===== config.mk =====
export PLATFORM = sky130hd
export DESIGN_NAME = bus_mux_arb
export DESIGN_NICKNAME = d
export VERILOG_FILES = /design/src/rtl/bus_mux_pkg.sv /design/src/rtl/rr_arbiter.sv /design/src/rtl/bus_mux_arb.sv
export SDC_FILE = /design/constraint.sdc
export NUM_CORES = 1
export LEC_CHECK = 0
export ABC_AREA = 1
export CAP_MARGIN = 5
export CORE_MARGIN = 2
export CORE_UTILIZATION = 25
export DETAILED_ROUTE_END_ITERATION = 6
export PLACE_DENSITY_LB_ADDON = 0.25
export SLEW_MARGIN = 15
export SYNTH_ARGS = -nofsm -noshare
export SYNTH_HDL_FRONTEND = slang
export SYNTH_SLANG_ARGS = --single-unit

===== constraint.sdc =====
create_clock -name clk -period 3.4 [get_ports clk]
set_input_delay 0.34 -clock clk [delete_from_list [all_inputs] [get_ports clk]]
set_output_delay 0.34 -clock clk [all_outputs]
set_load 0.05 [all_outputs]

===== src/rtl/bus_mux_pkg.sv =====
// Shared types and helpers for the round-robin bus mux/arbiter.
// Holds the FSM encoding, the "no source" select code and the requester search.
package bus_mux_pkg;

    typedef enum logic {
        IDLE  = 1'b0,
        OWNED = 1'b1
    } state_t;

    localparam int unsigned SEL_NONE  = 0;
    localparam int unsigned MAX_CORES = 32;

    // First set bit of req at or after ptr, wrapping modulo ncores; ptr if none.
    function automatic int unsigned next_req(input logic [MAX_CORES-1:0] req,
                                             input int unsigned          ptr,
                                             input int unsigned          ncores);
        int unsigned idx;
        logic        found;
        found    = 1'b0;
        next_req = ptr;
        for (int unsigned i = 0; i < MAX_CORES; i++) begin
            if (!found && i < ncores) begin
                idx = (ptr + i) % ncores;
                if (|(req & (MAX_CORES'(1) << idx))) begin
                    next_req = idx;
                    found    = 1'b1;
                end
            end
        end
    endfunction

endpackage


===== src/rtl/rr_arbiter.sv =====
// Combinational round-robin grant selection with tenure expiry.
// Keeps the current owner unless it drops its request or its tenure expires while others wait.
module rr_arbiter
    import bus_mux_pkg::*;
#(
    parameter int N  = 3,
    parameter int OW = 2
) (
    input  logic [N-1:0]  req_i,
    input  logic [OW-1:0] ptr_i,
    input  logic [OW-1:0] owner_i,
    input  logic          owned_i,
    input  logic          expire_i,
    output logic [N-1:0]  gnt_o,
    output logic [OW-1:0] owner_o,
    output logic          owned_o,
    output logic          new_o
);

    logic [N-1:0]  others;
    logic [N-1:0]  cand;
    logic [OW-1:0] pick;

    always_comb begin
        others  = req_i & ~(N'(1) << owner_i);
        cand    = owned_i ? others : req_i;
        pick    = OW'(next_req(MAX_CORES'(cand), 32'(ptr_i), N));
        owned_o = 1'b0;
        owner_o = '0;
        new_o   = 1'b0;
        if (owned_i && req_i[owner_i] && !(expire_i && |others)) begin
            owned_o = 1'b1;
            owner_o = owner_i;
        end else if (|cand) begin
            owned_o = 1'b1;
            owner_o = pick;
            new_o   = 1'b1;
        end
        gnt_o = owned_o ? (N'(1) << owner_o) : '0;
    end

endmodule


===== src/rtl/bus_mux_arb.sv =====
// Multi-core shared bus: round-robin arbitration with bounded tenure and a registered data mux.
// Optional BUS_MUX_PARITY_EN adds a registered even-parity output bus_par tracking bus_data.
module bus_mux_arb
    import bus_mux_pkg::*;
#(
    parameter int DATA_W    = 8,
    parameter int NUM_SRC   = 16,
    parameter int SEL_W     = 5,
    parameter int NUM_CORES = 3,
    parameter int MAX_HOLD  = 4,
    parameter int OWNER_W   = 2
) (
    input  logic                         clk,
    input  logic                         rst,
    input  logic [NUM_SRC*DATA_W-1:0]    src_data,
    input  logic [NUM_CORES-1:0]         core_req,
    input  logic [NUM_CORES*SEL_W-1:0]   core_sel,
    output logic [NUM_CORES-1:0]         core_gnt,
    output logic [OWNER_W-1:0]           bus_owner,
    output logic [DATA_W-1:0]            bus_data,
    output logic                         bus_valid,
    output logic                         sel_err
`ifdef BUS_MUX_PARITY_EN
    ,
    output logic                         bus_par
`endif
);

    localparam int HOLD_W = (MAX_HOLD > 1) ? $clog2(MAX_HOLD) : 1;
    localparam int SRC_IW = (NUM_SRC > 1) ? $clog2(NUM_SRC) : 1;

    logic [DATA_W-1:0]    src_arr [NUM_SRC];
    logic [SEL_W-1:0]     sel_arr [NUM_CORES];

    state_t               state_q;
    logic [NUM_CORES-1:0] gnt_q, gnt_d;
    logic [OWNER_W-1:0]   owner_q, owner_d;
    logic [OWNER_W-1:0]   ptr_q, ptr_d;
    logic [HOLD_W-1:0]    hold_q;
    logic                 owned_d, new_d, expire;
    logic [DATA_W-1:0]    data_q;
    logic                 valid_q, err_q;
    logic [SEL_W-1:0]     sel_cur;
    logic                 sel_legal;
    logic [SRC_IW-1:0]    src_idx;

    for (genvar i = 0; i < NUM_SRC; i++) begin : g_src
        assign src_arr[i] = src_data[i*DATA_W +: DATA_W];
    end
    for (genvar c = 0; c < NUM_CORES; c++) begin : g_sel
        assign sel_arr[c] = core_sel[c*SEL_W +: SEL_W];
    end

    assign expire = (hold_q == HOLD_W'(MAX_HOLD - 1));
    assign ptr_d  = (owner_d == OWNER_W'(NUM_CORES - 1)) ? '0 : owner_d + OWNER_W'(1);

    rr_arbiter #(
        .N  (NUM_CORES),
        .OW (OWNER_W)
    ) u_arb (
        .req_i    (core_req),
        .ptr_i    (ptr_q),
        .owner_i  (owner_q),
        .owned_i  (state_q == OWNED),
        .expire_i (expire),
        .gnt_o    (gnt_d),
        .owner_o  (owner_d),
        .owned_o  (owned_d),
        .new_o    (new_d)
    );

    // Arbitration state: grant, owner, pointer and tenure counter all move on the same edge.
    always_ff @(posedge clk or posedge rst) begin
        if (rst) begin
            state_q <= IDLE;
            gnt_q   <= '0;
            owner_q <= '0;
            ptr_q   <= '0;
            hold_q  <= '0;
        end else begin
            state_q <= owned_d ? OWNED : IDLE;
            gnt_q   <= gnt_d;
            owner_q <= owner_d;
            if (new_d) begin
                hold_q <= '0;
                ptr_q  <= ptr_d;
            end else if (!owned_d) begin
                hold_q <= '0;
            end else if (!expire) begin
                hold_q <= hold_q + HOLD_W'(1);
            end
        end
    end

    assign sel_cur   = sel_arr[owner_q];
    assign sel_legal = (sel_cur != SEL_W'(SEL_NONE)) && (sel_cur <= SEL_W'(NUM_SRC));
    assign src_idx   = SRC_IW'(sel_cur - SEL_W'(1));

    // Decode uses the owner that held the bus during the cycle ending at this edge.
    always_ff @(posedge clk or posedge rst) begin
        if (rst) begin
            data_q  <= '0;
            valid_q <= 1'b0;
            err_q   <= 1'b0;
        end else if (state_q == OWNED) begin
            valid_q <= sel_legal;
            err_q   <= !sel_legal;
            if (sel_legal) begin
                data_q <= src_arr[src_idx];
            end
        end else begin
            valid_q <= 1'b0;
            err_q   <= 1'b0;
        end
    end

`ifdef BUS_MUX_PARITY_EN
    logic par_q;
    always_ff @(posedge clk or posedge rst) begin
        if (rst) begin
            par_q <= 1'b0;
        end else if (state_q == OWNED && sel_legal) begin
            par_q <= ^src_arr[src_idx];
        end
    end
    assign bus_par = par_q;
`endif

    assign core_gnt  = gnt_q;
    assign bus_owner = owner_q;
    assign bus_data  = data_q;
    assign bus_valid = valid_q;
    assign sel_err   = err_q;

endmodule


==> results of run 1 <==
## metrics by stage
step                hold WS, ns  total power (µW)
global placement          0.473              4240
global route              0.535              4970
floorplan                 0.304              3220
detailed placement        0.474              4280
finish                    0.490              4470
CTS                       0.496              4480
## flip-flops by register name, indices dropped and copies added, names as in the netlist
signal     cells
bus_data       8
core_gnt       3
bus_owner      2
hold_q         2
ptr_q          2
bus_valid      1
sel_err        1
state_q        1
## layout make-up
cell class | instances | area (µm²)
sequential | 20 | 500
timing repair buffer | 166 | 1650
multi-input combinational | 362 | 1770
inverter | 64 | 240
clock buffer | 4 | 55.1
tap | 136 | 170
fill | 1099 | 5840
## logic make-up after synthesis
kind of cell               Yosys count  synth area share, %
AOI/OAI and AO/OA                   64                 15.9
xor gates and xnor gates             6                 3.74
adders and majority gates            5                 2.39
buffers and inverters               86                 13.2
and+or+nand+nor                    287                 45.5
DFF                                 20                 19.2
## report_power, final
group / internal [µW] / switching, µW / total (µW) / leakage, µW
Sequential: 370 / 76.2 / 446 / 0.000248
Clock: 103 / 82.6 / 186 / 0.0000288
Combinational: 1320 / 2510 / 3830 / 0.00182
## cell usage in the layout, fill, tap and decap left out
| master | Yosys | layout |
|---|---|---|
| nand3_2 | 1 | 1 |
| xor2_4 | 1 | 1 |
| xor2_1 | 2 | 2 |
| nand2_4 | 1 | 2 |
| a21oi_1 | 10 | 10 |
| xor2_2 | 1 | 1 |
| inv_2 | 6 | 6 |
| a21oi_4 | 1 | 1 |
| xnor2_4 | 1 | 1 |
| nor2_2 | 4 | 4 |
| ha_1 | 5 | 5 |
| o211ai_1 | 32 | 32 |
| nand4_1 | 1 | 1 |
| a22o_1 | 1 | 1 |
| dfrtp_1 | 20 | 20 |
| o21ai_0 | 19 | 19 |
| xnor2_1 | 1 | 1 |
| buf_4 | 2 | 4 |
| nor2_1 | 33 | 33 |
| clkbuf_8 | 0 | 4 |
| nand3_1 | 66 | 66 |
| nand2_1 | 180 | 179 |
| clkdlybuf4s50_1 | 0 | 162 |
| inv_1 | 58 | 58 |
| a31oi_1 | 1 | 1 |
| nand3b_1 | 1 | 1 |
## routing by layer
metal | track usage, % | vias up | part of all wire (%)
met5 | 0 | - | 0
met4 | 3.76 | 0 | 1.5
met3 | 3.86 | 12 | 8.8
met2 | 34.8 | 143 | 46
met1 | 25.2 | 1573 | 44
li1 | - | 1796 | -
## worst max-delay path by stage
stage	start	end	slack (ns)	cells after the start
6_report	bus_owner[1]	bus_data[2]	0.80	11
5_1_grt	bus_owner[1]	bus_data[1]	0.56	11
4_1_cts	bus_owner[1]	bus_data[1]	0.82	11
3_5_place_dp	core_sel[5]	bus_data[2]	0.74	14
3_3_place_gp	core_sel[5]	bus_data[1]	0.76	13
2_1_floorplan	bus_owner[1]	bus_data[1]	0.63	17
## worst max-delay path: stages (launching register included)
cell	delay, ns
dfrtp_1	0.47
nor2_2	0.31
a21oi_1	0.16
nand2_4	0.08
buf_4	0.70
nand2_1	0.10
o211ai_1	0.20
nand3_1	0.16
nand3_1	0.11
nand2_1	0.05
nand2_1	0.05
nand2_1	0.04
==> impl_metrics.env, run 1 <==
export IMPL_routed_wl_mm=11.3
export IMPL_yosysWarnings=0
export IMPL_htreeDepth=1
export IMPL_first_global_vias=3432
export IMPL_hold_end="bus_data[4]"
export IMPL_arrival_ns=2.76
export IMPL_viasPerCell=4.69
export IMPL_yosysTopAreaCell="nand2_1"
export IMPL_slew_violations=0
export IMPL_die_area_mm2=0.0113
export IMPL_outcome="complete, no violations"
export IMPL_place_congestion=0.855
export IMPL_cp_max_fo=104
export IMPL_synth_area_leaders="nand2_1, dfrtp_1, nand3_1"
export IMPL_fin_skew_ns=0.00508
export IMPL_antenna_left=0
export IMPL_drc=0
export IMPL_synthDistinctLibCells=26
export IMPL_grt_pass1_wl_mm=17.8
export IMPL_postSynthAreaPerCell_um2=5.58
export IMPL_cts_clk_slew_worst_paths_ns=0.08
export IMPL_netlist_area_mm2=0.00261
export IMPL_cts_max_path_buffers=2
export IMPL_synth_top_area_share_pct=25.9
export IMPL_reg2reg_from="bus_owner[1]"
export IMPL_pin_count=163
export IMPL_antenna_found_initial=0
export IMPL_cp_required_ns=3.56
export IMPL_root_buffer="clkbuf_8"
export IMPL_rows=37
export IMPL_cts_hold_buf=0
export IMPL_p_per_area_mw_per_mm2=1020
export IMPL_peakVddDrop_v=0.000451
export IMPL_dr_pass1_iters=4
export IMPL_reg2regPathDepth=11
export IMPL_dp_slack_ns=0.741
export IMPL_fin_crit_sh_pct=76.3
export IMPL_area_growth_pct=68.1
export IMPL_fp_dieW_um=106
export IMPL_synth_nets=621
export IMPL_postCtsSetupBuffers=0
export IMPL_dieHeight_um=106
export IMPL_cts_resized=0
export IMPL_grtUsageTotal_pct=19.8
export IMPL_final_area_mm2=0.00439
export IMPL_rsz0062_at_grt="false"
export IMPL_hpwl_mm=9.07
export IMPL_path_class="flop to flop"
export IMPL_critPathLaunchType="flop"
export IMPL_synth_common_cells="nand2_1, nand3_1, inv_1"
export IMPL_max_freq_mhz=385
export IMPL_async_reset_ff_share_pct=100
export IMPL_globalRouteOverflowTotal=0
export IMPL_antenna_diode_count=0
export IMPL_cts_sinks=20
export IMPL_power_leakage_uw=0.00210
export IMPL_synth_edf_count=0
export IMPL_min_path_cells=2
export IMPL_synth_seq_area_share_pct=19.2
export IMPL_place_inst=748
export IMPL_yosys_cell_count_top_type="nand2_1"
export IMPL_r2r_setup_slack_ns=0.80
export IMPL_start_util_pct=25.5
export IMPL_hold_viol=0
export IMPL_clk_latency_ns=0.26
export IMPL_maxSlewHeadroom_pct=36.2
export IMPL_drive_gt1_share_pct=4.06
export IMPL_synth_seq_cells=20
export IMPL_grt_max_degree=105
export IMPL_io_buffers=162
export IMPL_finalCriticalPeriod_ns=2.60
export IMPL_synthCells=468
export IMPL_worst_pin_slew_ns=0.957
export IMPL_fin_util_pct=42.9
export IMPL_dpl_instance_area_mm2=0.00434
export IMPL_hp_class="flop to flop"
export IMPL_totalNegativeSetupSlack_ns=0
export IMPL_setup_violations=0
export IMPL_placeableCoreArea_mm2=0.0102
export IMPL_setup_ws_ns=0.805
export IMPL_vias=3524
export IMPL_wl_per_cell_um=15.1
export IMPL_worstSetupEndpointType="flop"
export IMPL_cts_made_buffers=3
export IMPL_synth_flop_cell="dfrtp_1"
export IMPL_cts_tree="done"
export IMPL_drv_cap=0
export IMPL_drtIter0Drc=211
export IMPL_reg2reg_to="bus_data[2]"
export IMPL_stdcell_count=752
export IMPL_hp_start="bus_data[4]"
export IMPL_nets=770
(Power assumes the default switching activity.)
==> inputs of run 2 (changes only) <==
- clock period: 3.4 -> 2.2 ns (I/O delays scaled with it)
==> run 2 against run 1 <==
Net effect:
- utilization up 4.7 points
- critical path type unchanged
- sequential share of layout area down 1.1 points
- clock skew down 0.0021 ns
==> impl_metrics.env, run 2 (same netlist as run 1, synthesis figures left out) <==
export IMPL_placeableCoreArea_mm2=0.0102
export IMPL_routed_wl_mm=11.9
export IMPL_power_switching_uw=4700
export IMPL_drive_gt1_share_pct=12.0
export IMPL_drtIter0Drc=181
export IMPL_slew_violations=0
export IMPL_p_sw_share_pct=55.2
export IMPL_dieHeight_um=106
export IMPL_final_common_cell="nand2_1"
export IMPL_rsz0062_at_grt="true"
export IMPL_antenna_found_initial=0
export IMPL_worst_pin_slew_ns=0.541
export IMPL_dpl_instance_area_mm2=0.00449
export IMPL_cp_max_fo=8
export IMPL_area_growth_pct=86.4
export IMPL_cts_tree="done"
export IMPL_cts_max_path_buffers=2
export IMPL_largest_reg_flops=8
export IMPL_outcome="complete, no violations"
export IMPL_start_util_pct=25.5
export IMPL_pin_count=163
export IMPL_dr_pass1_iters=4
export IMPL_cts_sinks=20
export IMPL_max_freq_mhz=471
export IMPL_vias=3631
export IMPL_viasPerCell=4.67
export IMPL_grtUsageTotal_pct=20.4
export IMPL_hpwl_mm=9.13
export IMPL_peakVddDrop_v=0.00109
export IMPL_p_clk_share_pct=3.4
export IMPL_p_seq_share_pct=8.4
export IMPL_p_int_uw=3820
export IMPL_antenna_left=0
export IMPL_fin_skew_ns=0.00297
export IMPL_finalCriticalPeriod_ns=2.12
export IMPL_grt_pass1_wl_mm=18.4
export IMPL_cts_made_buffers=3
export IMPL_root_buffer="clkbuf_8"
export IMPL_rows=37
export IMPL_critPathLaunchType="flop"
export IMPL_setup_violations=0
export IMPL_die_area_mm2=0.0113
export IMPL_arrival_ns=2.33
export IMPL_final_area_mm2=0.00487
export IMPL_fin_util_pct=47.6
export IMPL_stdcell_count=777
export IMPL_maxSlewHeadroom_pct=63.8
export IMPL_cp_required_ns=2.41
export IMPL_wl_per_cell_um=15.4
export IMPL_multi_input_area_mm2=0.00190
export IMPL_grt_max_degree=105
export IMPL_drv_cap=0
export IMPL_layout_common_cells="nand2_1, clkdlybuf4s50_1, nand3_1, inv_1, o211ai_1"
export IMPL_path_class="flop to flop"
export IMPL_place_congestion=0.874
export IMPL_clk_latency_ns=0.26
export IMPL_hp_class="primary input to asynchronous set/reset pin"
export IMPL_globalRouteOverflowTotal=0
export IMPL_hold_viol=0
export IMPL_io_buffers=162
export IMPL_worstSetupEndpointType="flop"
export IMPL_nets=795
export IMPL_place_inst=756
export IMPL_first_global_vias=3623
export IMPL_fp_dieW_um=106
export IMPL_n_fill_cell=1039
export IMPL_p_per_area_mw_per_mm2=1750
export IMPL_cts_clk_slew_worst_paths_ns=0.08
export IMPL_antenna_diode_count=0
export IMPL_regArea_um2=503
export IMPL_p_comb_share_pct=88.2
export IMPL_htreeDepth=1
export IMPL_fin_crit_sh_pct=96.5
export IMPL_power_leakage_uw=0.00230
export IMPL_drc=0
run 2: cell count changes in the layout (fill, tap and decap cells not counted), sizes merged:
| cell | before | now |
|---|---|---|
| clkinv | 0 | 1 |
| buf | 4 | 24 |
| inv | 64 | 65 |
| clkbuf | 4 | 7 |
run 2: stage by stage:
| stage | power (µW) | worst slack [ns] | hold slack, ns | setup TNS, ns |
|---|---|---|---|---|
| 2_1_floorplan | 5280 | -0.0203 | 0.184 | -0.161 |
| 3_5_place_dp | 7040 | -0.0432 | 0.491 | -0.175 |
| 3_3_place_gp | 6950 | -0.00835 | 0.479 | -0.00835 |
| 5_1_grt | 9390 | -0.0404 | 0.249 | -0.210 |
| 4_1_cts | 7370 | 0.00621 | 0.222 | 0 |
| 6_report | 8520 | 0.0771 | 0.202 | 0 |
run 2: final timing paths:
check,start,to,slack (ns),depth (start not counted)
max in group asynchronous,rst,hold_q[0],1.51,3
setup reg to reg,bus_owner[1],bus_data[4],0.08,16
hold / removal,rst,core_gnt[0],0.20,2
hold reg to reg,bus_data[4],bus_data[4],0.50,2
min in group clk,bus_data[4],bus_data[4],0.50,2
setup / recovery,bus_owner[1],bus_data[4],0.08,16
run 2: timing repair:
action	CTS	global route
resized for setup	1	31
buffers inserted	0	12
pin swaps	0	18
setup endpoints to repair	1	12
hold endpoints to repair	0	0
cloned	0	5
hold buffers	0	0
run 2: worst max-delay path: stages (launching register included):
cell and delay, ns:
dfrtp_2 0.47, inv_2 0.10, nand2_4 0.06, nor2_4 0.10, a21oi_2 0.05, nand2_4 0.09
inv_6 0.05, ha_4 0.39, buf_12 0.15, inv_8 0.04, a21oi_1 0.09, o21ai_0 0.10
nand3_1 0.10, nand3_1 0.08, nand2_2 0.08, nand2_1 0.04, nand2_1 0.06
run 2: layout make-up:
class	instances	share of cell area, %
timing repair buffer	189	40.0
multi-input combinational	362	39.1
sequential	20	10.3
inverter	64	5.35
tap	136	3.50
clock buffer	4	1.13
timing repair inverter	2	0.643
run 2: power by group through the flow:
| stage | combinational (µW) | clock, µW | sequential [µW] |
|---|---|---|---|
| 6_report | 7510 | 292 | 712 |
| 2_1_floorplan | 4150 | 0 | 1130 |
| 3_3_place_gp | 6230 | 0 | 720 |
| 3_5_place_dp | 6310 | 0 | 723 |
| 5_1_grt | 8340 | 317 | 732 |
| 4_1_cts | 6350 | 296 | 718 |
run 2: layer usage:
layer	routed length [µm]	vias to the layer above	part of all wire (%)	track usage [%]
met3	1020	20	8.5	4.11
met4	253	0	2.1	5.26
met2	5570	135	47	34.4
met5	0	-	0	0
li1	-	1852	-	-
met1	5100	1624	43	26.4
